**src/rtl/alu_r32i.sv**
```systemverilog
// Single-cycle RV32I/M integer ALU. Operation is decoded combinationally from
// ALUCode and the result is registered, giving exactly one cycle of latency.
package alu_r32i_pkg;

  typedef enum logic [4:0] {
    ALU_ADD    = 5'd0,
    ALU_SUB    = 5'd1,
    ALU_SLL    = 5'd2,
    ALU_SLT    = 5'd3,
    ALU_SLTU   = 5'd4,
    ALU_XOR    = 5'd5,
    ALU_SRL    = 5'd6,
    ALU_SRA    = 5'd7,
    ALU_OR     = 5'd8,
    ALU_AND    = 5'd9,
    ALU_CPY    = 5'd10,
    ALU_MUL    = 5'd11,
    ALU_MULH   = 5'd12,
    ALU_MULHSU = 5'd13,
    ALU_MULHU  = 5'd14
  } alu_code_e;

endpackage

module alu_r32i
  import alu_r32i_pkg::*;
#(
  parameter int dataW = 32
) (
  input  logic             clock,
  input  logic             reset,
  input  logic [dataW-1:0] A,
  input  logic [dataW-1:0] B,
  input  logic [4:0]       ALUCode,
  output logic [dataW-1:0] result
);

  localparam int ShW = $clog2(dataW);

  logic [ShW-1:0]     shamt;
  logic               mul_a_signed;
  logic               mul_b_signed;
  logic [2*dataW-1:0] mul_a;
  logic [2*dataW-1:0] mul_b;
  logic [2*dataW-1:0] product;
  logic [dataW-1:0]   next_result;

  // Upper operand bits beyond the shift width are deliberately ignored.
  assign shamt = B[ShW-1:0];

  // One shared multiplier: each variant only differs in how the operands
  // are extended to double width before an unsigned multiply.
  always_comb begin
    // NOTE: every output of a combinational block gets a default first so no
    // path leaves it unassigned and a latch is never inferred.
    mul_a_signed = 1'b0;
    mul_b_signed = 1'b0;
    case (ALUCode)
      ALU_MULH: begin
        mul_a_signed = 1'b1;
        mul_b_signed = 1'b1;
      end
      ALU_MULHSU: mul_a_signed = 1'b1;
      default: ;
    endcase
  end

  assign mul_a   = {{dataW{mul_a_signed & A[dataW-1]}}, A};
  assign mul_b   = {{dataW{mul_b_signed & B[dataW-1]}}, B};
  assign product = mul_a * mul_b;

  always_comb begin
    next_result = '0;
    case (ALUCode)
      ALU_ADD:    next_result = A + B;
      ALU_SUB:    next_result = A - B;
      ALU_SLL:    next_result = A << shamt;
      ALU_SLT:    next_result = {{(dataW-1){1'b0}}, $signed(A) < $signed(B)};
      ALU_SLTU:   next_result = {{(dataW-1){1'b0}}, A < B};
      ALU_XOR:    next_result = A ^ B;
      ALU_SRL:    next_result = A >> shamt;
      ALU_SRA:    next_result = $unsigned($signed(A) >>> shamt);
      ALU_OR:     next_result = A | B;
      ALU_AND:    next_result = A & B;
      ALU_CPY:    next_result = B;
      ALU_MUL:    next_result = product[dataW-1:0];
      ALU_MULH,
      ALU_MULHSU,
      ALU_MULHU:  next_result = product[2*dataW-1:dataW];
      default:    next_result = '0;
    endcase
  end

  always_ff @(posedge clock) begin
    // NOTE: registered state uses non-blocking assignments so every flop
    // samples its inputs as they were before the edge.
    if (reset) result <= '0;
    else       result <= next_result;
  end

endmodule

```
**config.mk**
```make
export PLATFORM = sky130hd
export DESIGN_NAME = alu_r32i
export DESIGN_NICKNAME = d
export VERILOG_FILES = /design/src/rtl/alu_r32i.sv
export SDC_FILE = /design/constraint.sdc
export NUM_CORES = 2
export LEC_CHECK = 0
export CORE_MARGIN = 2
export CORE_UTILIZATION = 33
export DETAILED_ROUTE_END_ITERATION = 12
export GPL_TIMING_DRIVEN = 0
export PLACE_DENSITY = 0.57
export SYNTH_ARGS = -nofsm -noshare
export SYNTH_HDL_FRONTEND = slang
export SYNTH_SLANG_ARGS = --single-unit
```
**constraint.sdc**
```tcl
create_clock -name clock -period 28.3 [get_ports clock]
set_input_delay 2.83 -clock clock [delete_from_list [all_inputs] [get_ports clock]]
set_output_delay 2.83 -clock clock [all_outputs]
set_load 0.05 [all_outputs]
```
==> flow_summary_export.csv <==
group,metric,value,unit
worst_hold_path,hold_path.class,"primary input to flip-flop",
grt,overflow,0,
cts,hold_buffers,0,
synthesis,synth_common_cells,"inv_1 (1270), fa_1 (1127), nand2_1 (901)",
layout,area_growth,7.78,%
place,place_area,0.0505,mm^2
setup_path,crit_type,"primary input to flip-flop",
layout,fin_area,0.0507,mm^2
floorplanning,start_util,33.2,%
place,dp_cells,7672,
setup_path,crit_fanout,11,
detailed_routing,drt_iter0_markers,5689,
cts,clkTransAtPathRegs,0.07,ns
cts,cts_tree,"built",
grt,grt_max_degree,25,
synthesis,synth_top_area_share,47.9,%
grt,grt_pass1_vias,45000,
layout,multi_input_area,0.0402,mm^2
timing,period_minus_slack,15.93,ns
synthesis,syn-cell-area,0.0471,mm^2
setup_path,cpMostUsedCell,"fa_1",
layout,reg_top3,"result (32)",
status,outcome,"finished, violations left",
setup_path,crit_path_start_kind,"primary input",
timing,max_freq,62.8,MHz
synthesis,async_reset_ff_share,0,%
setup_path,cp.arrival,16.11,ns
grt,grt_usage,33.8,%
timing,worstMarginPinSlew,1.60,ns
floorplanning,rows,138,
floorplanning,die_w,382,um
floorplanning,core,0.142,mm^2
cts,numCtsBuffers,5,
detailed_routing,route.final.wire_length,247000,um
cts,cts-root-buf,"clkbuf_16",
floorplanning,die_area,0.146,mm^2
synthesis,netlist_instances,5675,
place,portBuffers,102,
detailed_routing,dr.pass1.iters,9,
place,dpl.hpwl,210000,um
timing,report.final.slew_viol_count,57,
synthesis,synth_top_area_cell,"fa_1",
timing,period_share,56.3,%
grt,antenna_found_initial,20,
cts,cts_buffer_depth,2,
timing,final_hold_viol_count,0,
floorplanning,die_y,382,um
timing,slew_headroom,-6.70,%
cts,post-cts-setup-buffers,0,
synthesis,yosys.cell_count.top_type,"inv_1",
synthesis,synth-seq-cells,32,
synthesis,synth_seq_area_share,1.36,%
job,maxCapViolations,6,
cts,cts_resized,0,
setup_path,cp_slowest_cell,"fa_1",
synthesis,yosysWarnings,0,
detailed_routing,post_drt_wl_per_cell,32.1,um
layout,fin_cells,7684,
synthesis,synth_enable_flop_cells,0,
layout,largest_register,"result",
setup_path,critPathRequiredTime,28.48,ns
place,gp_congestion,1.10,
layout,drive_gt1_share,2.42,%
synthesis,synth_ff_type,"dfxtp_1",
layout,regArea,641,um^2
cts,cts_htree_levels,2,
setup_path,setup.worst_path.end_class,"flip-flop",
detailed_routing,drc,0,
status,violations,"capacitance limit, slew limit",
synthesis,ys_types,88,
timing,fin_tns_setup,0,ns
timing,rsz0062_at_grt,"false",
setup_path,slowest_delay,1.03,ns
grt,grt_first_pass_wirelength,344000,um
floorplanning,boundaryPins,103,
timing,finalSetupViolations,0,
detailed_routing,antenna_left,0,
layout,fillers,15000,
detailed_routing,vias_per_cell,5.68,
cts,cts_sinks,32,
detailed_routing,vias,43700,
synthesis,synth_area_leaders,"fa_1 (48%), inv_1 (10%), ha_1 (8.2%), nand2_1 (7.2%), nor2_1 (4.2%)",
synthesis,postSynthAreaPerCell,8.29,um^2
layout,final_nets,7296,
layout,largest_reg_flops,32,
synthesis,syn_nets,7182,
[worst paths after layout]
check	startpoint	end	cells past startpoint	slack (ns)
worst min-delay path	reset	result[29]	4	3.44
worst max-delay path	B[3]	result[28]	29	12.37
[stage by stage]
stage / utilization (%) / hold slack [ns] / setup slack (ns)
6_report: 35.8 / 3.44 / 12.37
5_1_grt: 35.8 / 3.46 / 12.18
4_1_cts: 35.8 / 3.44 / 12.52
3_5_place_dp: 35.7 / 3.76 / 12.22
3_3_place_gp: 35.6 / 3.74 / 12.30
2_1_floorplan: - / 3.14 / 16.90
[layout make-up]
cell class / count / area share, %
buffer: 337 / 2.64
tap: 1890 / 4.66
clock inverter: 1 / 0.0592
timing repair buffer: 107 / 2.11
clock buffer: 7 / 0.301
multi-input combinational: 4002 / 79.3
inverter: 1304 / 9.65
sequential: 32 / 1.26
antenna: 4 / 0.0197
[kinds of logic after synthesis]
| group | synth area share (%) |
|---|---|
| fa+ha+maj | 56.2 |
| mux | 3.07 |
| flops | 1.36 |
| simple gates | 14.5 |
| xor+xnor | 1.77 |
| buf+inv | 13.2 |
| compound gates | 9.88 |
[worst max-delay path, delay by kind of cell]
kind	cells	cell delay, ns
buffers and inverters	10	4.58
AO/OA/AOI/OAI	8	2.58
adder cells (fa/ha/maj)	9	5.57
AND/OR/NAND/NOR	2	0.51
[routing by layer]
| layer | track usage (%) | part of all wire, % | wire, um | vias up |
|---|---|---|---|---|
| met1 | 45.0 | 40 | 97600 | 22600 |
| li1 | - | - | - | 17500 |
| met3 | 9.19 | 12 | 28500 | 696 |
| met4 | 18.9 | 7.2 | 17700 | 14 |
| met5 | 0 | 0.037 | 92 | - |
| met2 | 49.6 | 42 | 103000 | 2816 |
[cells in the final DEF, fill, tap and decap left out, types with 43 or more instances in the layout]
| cell type | Yosys | routed |
|---|---|---|
| inv_1 | 1270 | 1270 |
| fa_1 | 1127 | 1127 |
| nand2_1 | 901 | 901 |
| nor2_1 | 529 | 529 |
| ha_1 | 309 | 309 |
| clkbuf_1 | 217 | 216 |
| a21oi_1 | 185 | 185 |
| o21ai_0 | 115 | 115 |
| clkdlybuf4s50_1 | 0 | 102 |
| buf_1 | 84 | 84 |
| xnor2_1 | 65 | 65 |
| nor3_1 | 59 | 55 |
| mux4_2 | 44 | 44 |
| mux2i_1 | 43 | 43 |
Power is not shown: default switching activity piles up to over one toggle a cycle in this logic, so the estimate is an artifact.
